$ cat config.mk
export PLATFORM = sky130hd
export DESIGN_NAME = fetch_ctrl_flat
export DESIGN_NICKNAME = d
export VERILOG_FILES = /design/src/rtl/fetch_pkg.sv /design/src/rtl/fetch_ctrl_if.sv /design/src/rtl/fetch_queue.sv /design/src/rtl/fetch_ctrl.sv /design/src/flat_wrapper.sv
export SDC_FILE = /design/constraint.sdc
export NUM_CORES = 1
export LEC_CHECK = 0
export BUFFER_PORTS_ARGS = -buffer_cell sky130_fd_sc_hd__buf_4
export CORE_MARGIN = 2
export CORE_UTILIZATION = 50
export DETAILED_ROUTE_END_ITERATION = 12
export GPL_ROUTABILITY_DRIVEN = 0
export GPL_TIMING_DRIVEN = 1
export HOLD_SLACK_MARGIN = 0.15
export PLACE_DENSITY = 0.83
export SLEW_MARGIN = 20
export SYNTH_ARGS = -nofsm -noshare
export SYNTH_HDL_FRONTEND = slang
export SYNTH_HIERARCHICAL = 1
export SYNTH_SLANG_ARGS = --single-unit
$ cat constraint.sdc
create_clock -name clk -period 8.8 [get_ports clk]
set_input_delay 0.44 -clock clk [delete_from_list [all_inputs] [get_ports clk]]
set_output_delay 0.44 -clock clk [all_outputs]
set_load 0.005 [all_outputs]
$ cat src/rtl/fetch_pkg.sv
// rtl/fetch_pkg.sv - shared types and constants for the instruction-fetch sequencer
package fetch_pkg;

  typedef enum logic [1:0] {
    ST_RUN   = 2'd0,
    ST_HALT  = 2'd1,
    ST_FAULT = 2'd2
  } state_t;

  localparam int          INSTR_BYTES = 4;
  localparam logic [31:0] NOP_INSTR   = 32'h0000_0013;

  typedef struct packed {
    logic [31:0] pc;
    logic [31:0] instr;
  } fetch_entry_t;

endpackage

$ cat src/rtl/fetch_ctrl_if.sv
// rtl/fetch_ctrl_if.sv - memory, redirect/halt and decode handshake bundle of fetch_ctrl
interface fetch_ctrl_if;

  logic [31:0] imem_addr;
  logic [31:0] imem_instr;
  logic        redirect_valid;
  logic [31:0] redirect_pc;
  logic        halt_req;
  logic        out_valid;
  logic        out_ready;
  logic [31:0] out_instr;
  logic [31:0] out_pc;
  logic        fault;
  logic [1:0]  state_o;

  modport master (
    output imem_addr, out_valid, out_instr, out_pc, fault, state_o,
    input  imem_instr, redirect_valid, redirect_pc, halt_req, out_ready
  );

  modport slave (
    input  imem_addr, out_valid, out_instr, out_pc, fault, state_o,
    output imem_instr, redirect_valid, redirect_pc, halt_req, out_ready
  );

endinterface

$ cat src/rtl/fetch_queue.sv
// rtl/fetch_queue.sv - 2-entry {pc, instr} FIFO with registered head and flush
module fetch_queue
  import fetch_pkg::*;
#(
  parameter int DEPTH = 2
) (
  input  logic         clk,
  input  logic         rst,
  input  logic         push,
  input  logic         pop,
  input  logic         flush,
  input  fetch_entry_t din,
  output logic         full,
  output logic         empty,
  output fetch_entry_t head
);

  logic [1:0]   cnt;
  fetch_entry_t e0;
  fetch_entry_t e1;
  logic         do_pop;
  logic         do_push;

  assign full    = (cnt == 2'(DEPTH));
  assign empty   = (cnt == 2'd0);
  assign head    = e0;
  assign do_pop  = pop && !empty;
  assign do_push = push && (!full || do_pop);

  // Entry 0 is always the head; entry 1 shifts down when the head is consumed
  always_ff @(posedge clk or posedge rst) begin
    if (rst) begin
      cnt <= 2'd0;
      e0  <= '0;
      e1  <= '0;
    end else if (flush) begin
      cnt <= 2'd0;
    end else begin
      case (cnt)
        2'd0: begin
          if (do_push) e0 <= din;
        end
        2'd1: begin
          if (do_push && do_pop) e0 <= din;
          else if (do_push)      e1 <= din;
        end
        default: begin
          if (do_pop) begin
            e0 <= e1;
            if (do_push) e1 <= din;
          end
        end
      endcase
      cnt <= cnt + {1'b0, do_push} - {1'b0, do_pop};
    end
  end

endmodule

$ cat src/rtl/fetch_ctrl.sv
// rtl/fetch_ctrl.sv - PC/FSM fetch sequencer; FETCH_TRACE_EN adds simulation trace prints
module fetch_ctrl
  import fetch_pkg::*;
#(
  parameter logic [31:0] RESET_PC  = 32'h0000_0000,
  parameter int          MEM_BYTES = 128,
  parameter int          QDEPTH    = 2
) (
  input logic          clk,
  input logic          rst,
  fetch_ctrl_if.master bus
);

  localparam logic [31:0] PC_MAX = 32'(MEM_BYTES - INSTR_BYTES);

  state_t       state;
  state_t       state_nxt;
  logic [31:0]  pc;
  logic [31:0]  pc_nxt;
  logic         fault_q;
  logic         fault_nxt;
  logic         push;
  logic         flush;
  logic         pop;
  logic         q_full;
  logic         q_empty;
  logic         redirect_bad;
  fetch_entry_t q_din;
  fetch_entry_t q_head;

  assign redirect_bad = (bus.redirect_pc[1:0] != 2'b00) || (bus.redirect_pc > PC_MAX);
  assign pop          = !q_empty && bus.out_ready;
  assign q_din        = '{pc: pc, instr: bus.imem_instr};

  // Redirects outrank halt, halt outranks fetch; FAULT only drains the queue
  always_comb begin
    state_nxt = state;
    pc_nxt    = pc;
    fault_nxt = fault_q;
    push      = 1'b0;
    flush     = 1'b0;
    case (state)
      ST_RUN, ST_HALT: begin
        if (bus.redirect_valid) begin
          flush = 1'b1;
          if (redirect_bad) begin
            state_nxt = ST_FAULT;
            fault_nxt = 1'b1;
          end else begin
            pc_nxt    = bus.redirect_pc;
            state_nxt = bus.halt_req ? ST_HALT : ST_RUN;
          end
        end else if (bus.halt_req) begin
          state_nxt = ST_HALT;
        end else if (state == ST_HALT) begin
          state_nxt = ST_RUN;
        end else if (!q_full) begin
          if (pc <= PC_MAX) begin
            push   = 1'b1;
            pc_nxt = pc + 32'(INSTR_BYTES);
          end else begin
            state_nxt = ST_FAULT;
            fault_nxt = 1'b1;
          end
        end
      end
      default: begin
        state_nxt = ST_FAULT;
      end
    endcase
  end

  // FSM state register
  always_ff @(posedge clk or posedge rst) begin
    if (rst) state <= ST_RUN;
    else     state <= state_nxt;
  end

  // PC and sticky fault flag
  always_ff @(posedge clk or posedge rst) begin
    if (rst) begin
      pc      <= RESET_PC;
      fault_q <= 1'b0;
    end else begin
      pc      <= pc_nxt;
      fault_q <= fault_nxt;
    end
  end

  fetch_queue #(
    .DEPTH (QDEPTH)
  ) u_queue (
    .clk   (clk),
    .rst   (rst),
    .push  (push),
    .pop   (pop),
    .flush (flush),
    .din   (q_din),
    .full  (q_full),
    .empty (q_empty),
    .head  (q_head)
  );

  assign bus.imem_addr = pc;
  assign bus.out_valid = !q_empty;
  assign bus.out_instr = q_head.instr;
  assign bus.out_pc    = q_head.pc;
  assign bus.fault     = fault_q;
  assign bus.state_o   = state;

`ifdef FETCH_TRACE_EN
  // Simulation trace of pushes, accepted redirects and fault entry
  always @(posedge clk) begin
    if (!rst) begin
      if (push) $display("fetch pc=%h instr=%h", pc, bus.imem_instr);
      if (bus.redirect_valid && state != ST_FAULT) $display("redirect pc=%h", bus.redirect_pc);
      if (state != ST_FAULT && state_nxt == ST_FAULT) $display("fault entry pc=%h", pc);
    end
  end
`else
`endif

endmodule

$ cat src/flat_wrapper.sv
// flat-port wrapper written by rule: the top's interface ports become plain ports
module fetch_ctrl_flat import fetch_pkg::*;
#(
  parameter logic [31:0] RESET_PC  = 32'h0000_0000,
  parameter int          MEM_BYTES = 128,
  parameter int          QDEPTH    = 2
)
  (clk, rst, bus_imem_addr, bus_out_valid, bus_out_instr, bus_out_pc, bus_fault, bus_state_o, bus_imem_instr, bus_redirect_valid, bus_redirect_pc, bus_halt_req, bus_out_ready);
  fetch_ctrl_if bus_i ();
  input logic clk;
  input logic rst;
  output wire logic [$bits(bus_i.imem_addr)-1:0] bus_imem_addr;
  output wire logic [$bits(bus_i.out_valid)-1:0] bus_out_valid;
  output wire logic [$bits(bus_i.out_instr)-1:0] bus_out_instr;
  output wire logic [$bits(bus_i.out_pc)-1:0] bus_out_pc;
  output wire logic [$bits(bus_i.fault)-1:0] bus_fault;
  output wire logic [$bits(bus_i.state_o)-1:0] bus_state_o;
  input wire logic [$bits(bus_i.imem_instr)-1:0] bus_imem_instr;
  input wire logic [$bits(bus_i.redirect_valid)-1:0] bus_redirect_valid;
  input wire logic [$bits(bus_i.redirect_pc)-1:0] bus_redirect_pc;
  input wire logic [$bits(bus_i.halt_req)-1:0] bus_halt_req;
  input wire logic [$bits(bus_i.out_ready)-1:0] bus_out_ready;
  assign bus_imem_addr = bus_i.imem_addr;
  assign bus_out_valid = bus_i.out_valid;
  assign bus_out_instr = bus_i.out_instr;
  assign bus_out_pc = bus_i.out_pc;
  assign bus_fault = bus_i.fault;
  assign bus_state_o = bus_i.state_o;
  assign bus_i.imem_instr = bus_imem_instr;
  assign bus_i.redirect_valid = bus_redirect_valid;
  assign bus_i.redirect_pc = bus_redirect_pc;
  assign bus_i.halt_req = bus_halt_req;
  assign bus_i.out_ready = bus_out_ready;
  fetch_ctrl #(.RESET_PC(RESET_PC), .MEM_BYTES(MEM_BYTES), .QDEPTH(QDEPTH)) u_core (.clk(clk), .rst(rst), .bus(bus_i));
endmodule
Yosys cells after proc, flatten, opt, wreduce, memory -nomap -nowiden
Cells that the tools add are included.
{"block": "op_classes", "n_reduce_logical": 20, "shifts": 0, "n_lt_le_gt_ge": 2, "n_mux": 37, "n_eq_ne": 14, "mul": 0, "n_bitwise": 2, "addsub": 3, "n_div": 0}
{"operator": "$mux W64", "n": 6}
{"operator": "$pmux W64 S2", "n": 2}
{"operator": "$mux W32", "n": 6}
{"operator": "$add A32 B3 Y32 const B", "n": 1}
{"operator": "$gt A32 B7 Y1 const B", "n": 1}
{"operator": "$le A32 B7 Y1 const B", "n": 1}
{"operator": "$mux W2", "n": 8}
{"operator": "$ne A2 B2 Y1 const B", "n": 8}
{"operator": "$mux W1", "n": 15}
{"operator": "$reduce_and A6 Y1", "n": 2}
{"operator": "$reduce_and A4 Y1", "n": 2}
{"operator": "$reduce_bool A2 Y1", "n": 3}
{"operator": "$ne A5 B4 Y1 const B", "n": 1}
{"operator": "$ne A5 B5 Y1 const B", "n": 1}
{"operator": "$eq A2 B1 Y1 const B", "n": 2}
{"operator": "$logic_and A1 B1 Y1", "n": 4}
{"operator": "$logic_not A2 Y1", "n": 2}
{"operator": "$reduce_bool A3 Y1", "n": 1}
{"operator": "$add A2 B1 Y2", "n": 1}
{"operator": "$eq A2 B2 Y1 const B", "n": 1}
{"operator": "$logic_not A1 Y1", "n": 2}
{"operator": "$logic_or A1 B1 Y1", "n": 2}
{"operator": "$ne A2 B1 Y1 const B", "n": 1}
{"operator": "$not A1 Y1", "n": 2}
{"operator": "3 further kinds", "n": 3}
{"block": "word_totals", "wordCells": 86, "output_inout_bits": 100, "n_memories": 0, "in_bits": 69, "mem_bits_ro": 0, "ramBits": 0, "ff_bits": 165, "latchBits": 0}

Logic depth before layout (Yosys ltp)
{"block": "depth", "word_depth": 11, "depth_mapped": 15, "ltp_nobuf": 11}

Hierarchy
Netlist, hierarchy kept.
{"mod": "fetch_queue", "area_per_inst_um2": 6820.3, "n_inst": 1, "cells_per_inst": 547, "seq_area_each_um2": 3253.1}
{"mod": "fetch_ctrl", "area_per_inst_um2": 1572.8, "n_inst": 1, "cells_per_inst": 138, "seq_area_each_um2": 875.8}

Worst setup path after synthesis
No wires, ideal clock.
{"block": "synth_path", "kind": "reg2reg", "startpoint": "reg u_core.u_queue.cnt[1]", "endpoint": "reg u_core/u_queue/e1[10] (netlist bit)", "setup_time_ps": 127, "t_required_ps": 8673, "arrival_time_ps": 2913, "path_stages_with_launch": 15, "path_buffers": 6, "slack_ps": 5759, "period_less_slack_ps": 3041, "path_cell_list": "dfrtp_1 -> buf_6 -> buf_2 -> buf_2 -> nor2b_1 -> nor3_1 -> nor2_1 -> or2_2 -> clkbuf_1 -> nor2_1 -> and2b_1 -> o21a_1 -> buf_4 -> buf_6 -> mux2_1"}
{"block": "synth_between", "elab_chain_cells": 10, "word_cells_on_any_way": 23, "classes_between": "3 x eq/ne; 9 x mux; 1 x bitwise; 10 x reduce/logical"}
{"item": "from (decl)", "line": "fetch_queue.sv:18", "source": "logic [1:0] cnt;"}
{"item": "from (signal assigned)", "line": "fetch_queue.sv:54", "source": "cnt <= cnt + {1'b0, do_push} - {1'b0, do_pop};"}
{"item": "$eq A2 B2 Y1 *", "line": "fetch_queue.sv:24", "source": "assign full = (cnt == 2'(DEPTH));"}
{"item": "net u_core.q_full", "line": "fetch_ctrl.sv:25", "source": "logic q_full;"}
{"item": "$mux W1 *", "line": "fetch_ctrl.sv:57", "source": "end else if (!q_full) begin"}
{"item": "$mux W1 *", "line": "fetch_ctrl.sv:55", "source": "end else if (state == ST_HALT) begin"}
{"item": "$mux W1 *", "line": "fetch_ctrl.sv:53", "source": "end else if (bus.halt_req) begin"}
{"item": "$mux W1 *", "line": "fetch_ctrl.sv:44", "source": "if (bus.redirect_valid) begin"}
{"item": "$mux W1 *", "line": "fetch_ctrl.sv:42", "source": "case (state)"}
{"item": "net u_core.push", "line": "fetch_ctrl.sv:22", "source": "logic push;"}
{"item": "$logic_and A1 B1 Y1 *", "line": "fetch_queue.sv:28", "source": "assign do_push = push && (!full || do_pop);"}
{"item": "$mux W64 or $logic_and A1 B1 Y1 (tied branches)"}
{"item": "$mux W64 (tied with other cells)"}
{"item": "$pmux W64 S2 or $reduce_and A4 Y1 (tied branches)"}
{"item": "to (signal assigned)", "line": "fetch_queue.sv:45", "source": "else if (do_push) e1 <= din;"}
{"item": "to (signal assigned)", "line": "fetch_queue.sv:50", "source": "if (do_push) e1 <= din;"}
{"item": "to (decl)", "line": "fetch_queue.sv:20", "source": "fetch_entry_t e1;"}
Mark *: on every way through the listed nets, which the timed path passes. The rest lies on a longest branch. The select of a mux whose other input is x is not followed.
A chain may end at the register's enable or synchronous reset.

Worst setup path in the final report
{"block": "layout_path", "startpoint": "reg u_core.pc[12], in the netlist u_core/bus.imem_addr[12]", "endpoint": "reg u_core.u_queue.e0, in the netlist u_core/u_queue/head[51]"}
{"block": "layout_between", "elab_chain_cells": 11, "word_cells_on_any_way": 12, "classes_between": "1 x order compare; 2 x eq/ne; 6 x mux; 3 x reduce/logical"}
{"item": "from (decl)", "line": "fetch_ctrl.sv:18", "source": "logic [31:0] pc;"}
{"item": "from (signal assigned)", "line": "fetch_ctrl.sv:85", "source": "pc <= pc_nxt;"}
{"item": "$le A32 B7 Y1 *", "line": "fetch_ctrl.sv:58", "source": "if (pc <= PC_MAX) begin"}
{"item": "$mux W1 *", "line": "fetch_ctrl.sv:58"}
{"item": "$mux W1 *", "line": "fetch_ctrl.sv:57"}
{"item": "$mux W1 *", "line": "fetch_ctrl.sv:55"}
{"item": "$mux W1 *", "line": "fetch_ctrl.sv:53"}
{"item": "$mux W1 *", "line": "fetch_ctrl.sv:44"}
{"item": "$mux W1 *", "line": "fetch_ctrl.sv:42"}
{"item": "net u_core.push", "line": "fetch_ctrl.sv:22"}
{"item": "$logic_and A1 B1 Y1 *", "line": "fetch_queue.sv:28"}
{"item": "$logic_and A1 B1 Y1", "line": "fetch_queue.sv:44", "source": "if (do_push && do_pop) e0 <= din;"}
{"item": "$ne A2 B2 Y1 (no line)"}
{"item": "$reduce_and A4 Y1 (no line) *"}
{"item": "to (signal assigned)", "line": "fetch_queue.sv:41", "source": "if (do_push) e0 <= din;"}
{"item": "to (signal assigned)", "line": "fetch_queue.sv:44"}
{"item": "to (decl)", "line": "fetch_queue.sv:19", "source": "fetch_entry_t e0;"}
Mark *: on every way through the listed nets, which the timed path passes. The rest lies on a longest branch.

==> flow_metrics.tcl <==
set metrics [dict create \
    crit_path_cell_trace "nor4_1 > nand4_1 > or4_1 > nor2_1 > o221a_4 > buf_4 > mux2_2" \
    cts_tree "yes" \
    finalHoldViolations 0 \
    leakagePower_nw 4.83 \
    slew_viol_final 0 \
    async_reset_ff_share_pct 100 \
    netlist_area_sq_um 8390 \
    synth_top_cell_by_area "dfrtp_1" \
    gr-total-overflow 0 \
    core_region_area_sq_um 16500 \
    ys_ff_latch 165 \
    dr.pass1.iters 5 \
    skew_ps 16.2 \
    synthAdderAreaFrac_pct 0.298 \
    finalCoreUtilization_pct 62.5 \
    cts_hold_buf 1 \
    clk_latency_ps 430 \
    area_growth_pct 23.0 \
    drc_errors 0 \
    worst-slew-pin-transition_ps 911 \
    wirelength_microns 20200 \
    yosysMostFrequentCell "dfrtp_1" \
    crit_family "simple AND/OR/NAND/NOR gates" \
    yosys-top-cells-count "dfrtp_1 (165), nand2_1 (77), mux2_4 (62)" \
    synth_flop_cell "dfrtp_1" \
    p_per_area_nw_per_um2 247 \
    synth_cells 685 \
    viasPerCell 5.69 \
    synth_top_family_by_area "multiplexers" \
    synth_compound_area_share_pct 14.2 \
    postRouteAntennaNets 0 \
    r2r_start "u_core/bus.imem_addr[12]$_DFFE_PP0P_" \
    yosysSeqAreaShare_pct 49.2 \
    drive_above_1_share_pct 43.9 \
    wl_per_cell_microns 19.1 \
    r2r_slack_ps 4630 \
    ys_warn_count 6 \
    r2r-end "u_core/u_queue/head[51]$_DFFE_PP0P_" \
    max-cap-violations 0 \
    n_antenna_cell 0 \
    fin_ws_ps 4630 \
    period_needed_ps 4170 \
    postCtsResizedCells 0 \
    synthMuxAreaShare_pct 19.7 \
    antenna_found_initial 0 \
    netlist-cell-type-count 52 \
    post-place-ws_ps 4760 \
    die-area_sq_um 17800 \
    hold_path.class "primary input to flip-flop" \
    portBuffers 168 \
    whs_endpoint "u_core/u_queue/e1[0]$_DFFE_PP0P_" \
    synth_edf_count 0 \
    synth_area_leaders "dfrtp_1 (49%), mux2_4 (11%), o41ai_2 (5.8%)" \
    fin_nets 899 \
    clock-sinks 165 \
    fp-row-count 47 \
    setup_violations 0 \
    cp_data_arrival_time_ps 4490 \
    hpwl_microns 13000 \
    avgSynthCellArea_sq_um 12.3 \
    crit_required_ps 9120 \
    status "complete, no violations" \
    min_from "bus_imem_instr[0]" \
    fin_tns_setup_ps 0 \
    worstSetupEndpointType "flip-flop" \
    grt_max_degree 80 \
    netlist.area_leader.share_pct 49.2 \
    rsz0062_at_grt "no" \
    fmax_mhz 240 \
    yosys.area_share.simple_pct 10.2 \
    ctsHtreeMaxLevel 4 \
    cp_slowest_stage_delay_ps 730 \
    min_path_cells 3 \
    grt_pass1_vias 6158 \
    cp_max_fo 41 \
    path_clk_slew_ps 60 \
    io_pins 169 \
    syn-num-nets 756 \
    cts_setup_buffers 0 \
    grt_pass1_wl_microns 32700 \
    numCtsBuffers 17 \
    clock_path_buffers 2 \
    min_period_over_period_pct 47.3 \
    start_util_pct 50.8 \
    relSlewSlack_pct 39.2 \
    grt_use_total_pct 23.1 \
    start_kind "flip-flop" \
    synth-xor-area-share_pct 0.104 \
    die_x_microns 134 \
    ir_worst_vdd_v 0.000192 \
    drt-initial-drc-count 351 \
    criticalPathCategory "flip-flop to flip-flop" \
    fillers 1305 \
    vias 6027 \
    cts-root-buf "clkbuf_16" \
    die_height_microns 134 \
    critical_path_buf_inv_count 1 \
    slowest_stage "buf_4" \
    reg2regPathDepth 7 \
]
## stage by stage
stage | instance area, sq um | total power, W | hold WS, ps | std cells
3_3_place_gp | 9670 | 0.00173 | 462 | 1028
6_report | 10300 | 0.00255 | 227 | 1060
4_1_cts | 10300 | 0.00256 | 216 | 1060
3_5_place_dp | 9670 | 0.00175 | 469 | 1028
2_1_floorplan | 8390 | 0.00151 | 452 | 685
5_1_grt | 10300 | 0.00265 | 220 | 1060
## cells by family (layout without fill, tap and decap cells)
kind of cell,after synthesis,after routing
AOI/OAI and AO/OA,131,131
muxes,126,126
adders and majority gates,2,2
DFF,165,165
buffers and inverters,95,250
and+or+nand+nor,165,165
xor gates and xnor gates,1,1
## placed cells by master (no fill, tap or decap), drive strengths merged, types with 2 or more instances in the layout
| cell | synthesis | routed |
|---|---|---|
| nand2b | 4 | 4 |
| nor2b | 23 | 23 |
| nand3 | 4 | 4 |
| clkbuf | 11 | 20 |
| and2 | 13 | 13 |
| ha | 2 | 2 |
| o21a | 2 | 2 |
| nor2 | 15 | 15 |
| nand4 | 3 | 3 |
| nand2 | 77 | 77 |
| mux2 | 126 | 126 |
| a31oi | 2 | 2 |
| o211ai | 3 | 3 |
| o21ai | 38 | 38 |
| a21oi | 6 | 6 |
| inv | 39 | 43 |
| nor4 | 11 | 11 |
| buf | 45 | 179 |
| nand3b | 2 | 2 |
| o311ai | 35 | 35 |
| nor3 | 2 | 2 |
| o31ai | 2 | 2 |
| dfrtp | 165 | 165 |
| o221a | 2 | 2 |
| nor4b | 3 | 3 |
| a22oi | 2 | 2 |
| bufinv | 0 | 5 |
| o41ai | 35 | 35 |
## power by group
group / internal [W] / leakage, nW / switching (W)
logic: 0.000399 / 2.29 / 0.000404
clock network: 0.000505 / 0.306 / 0.000303
registers: 0.000851 / 2.23 / 0.0000844
## metal layers
layer  vias up  track usage [%]  share of wire (%)
met3        16             5.71                6.4
met2       227             37.7                 48
met4         0             6.09               0.97
met1      3025             31.0                 45
li1       2759                -                  -
met5         -                0                  0
## tightest hold or removal path, stage by stage
cell and delay [ps]:
buf_4 80, nand2_1 40, o311ai_1 60
## final cells by class
class	instances	area, sq um	share of cell area (%)
timing repair buffer	180	1350	13.1
multi-input combinational	425	3770	36.6
clock buffer	20	437	4.23
clock inverter	11	198	1.92
inverter	39	151	1.47
sequential	165	4130	40.0
tap	220	275	2.67
## state kept, by name, summed over array words and instances (netlist names)
register / flops
u_core/bus.imem_addr: 32
u_core/u_queue/head: 64
u_core/u_queue/e1: 64
u_core/u_queue/cnt: 2
u_core/bus.state_o: 2
u_core/bus.fault: 1
## worst max path at each step
stage / startpoint / to / slack [ps] / cells past startpoint
floorplan: rst / u_core/u_queue/cnt[0]$_DFF_PP0_ / 4890 / 1
global placement: u_core/bus.imem_addr[12]$_DFFE_PP0P_ / u_core/u_queue/head[50]$_DFFE_PP0P_ / 4920 / 7
detailed placement: u_core/bus.imem_addr[19]$_DFFE_PP0P_ / u_core/u_queue/head[51]$_DFFE_PP0P_ / 4760 / 7
CTS: u_core/bus.imem_addr[19]$_DFFE_PP0P_ / u_core/u_queue/head[51]$_DFFE_PP0P_ / 4740 / 7
global route: u_core/bus.imem_addr[12]$_DFFE_PP0P_ / u_core/u_queue/head[51]$_DFFE_PP0P_ / 4500 / 7
finish: u_core/bus.imem_addr[12]$_DFFE_PP0P_ / u_core/u_queue/head[51]$_DFFE_PP0P_ / 4630 / 7
(Power assumes the default switching activity.)
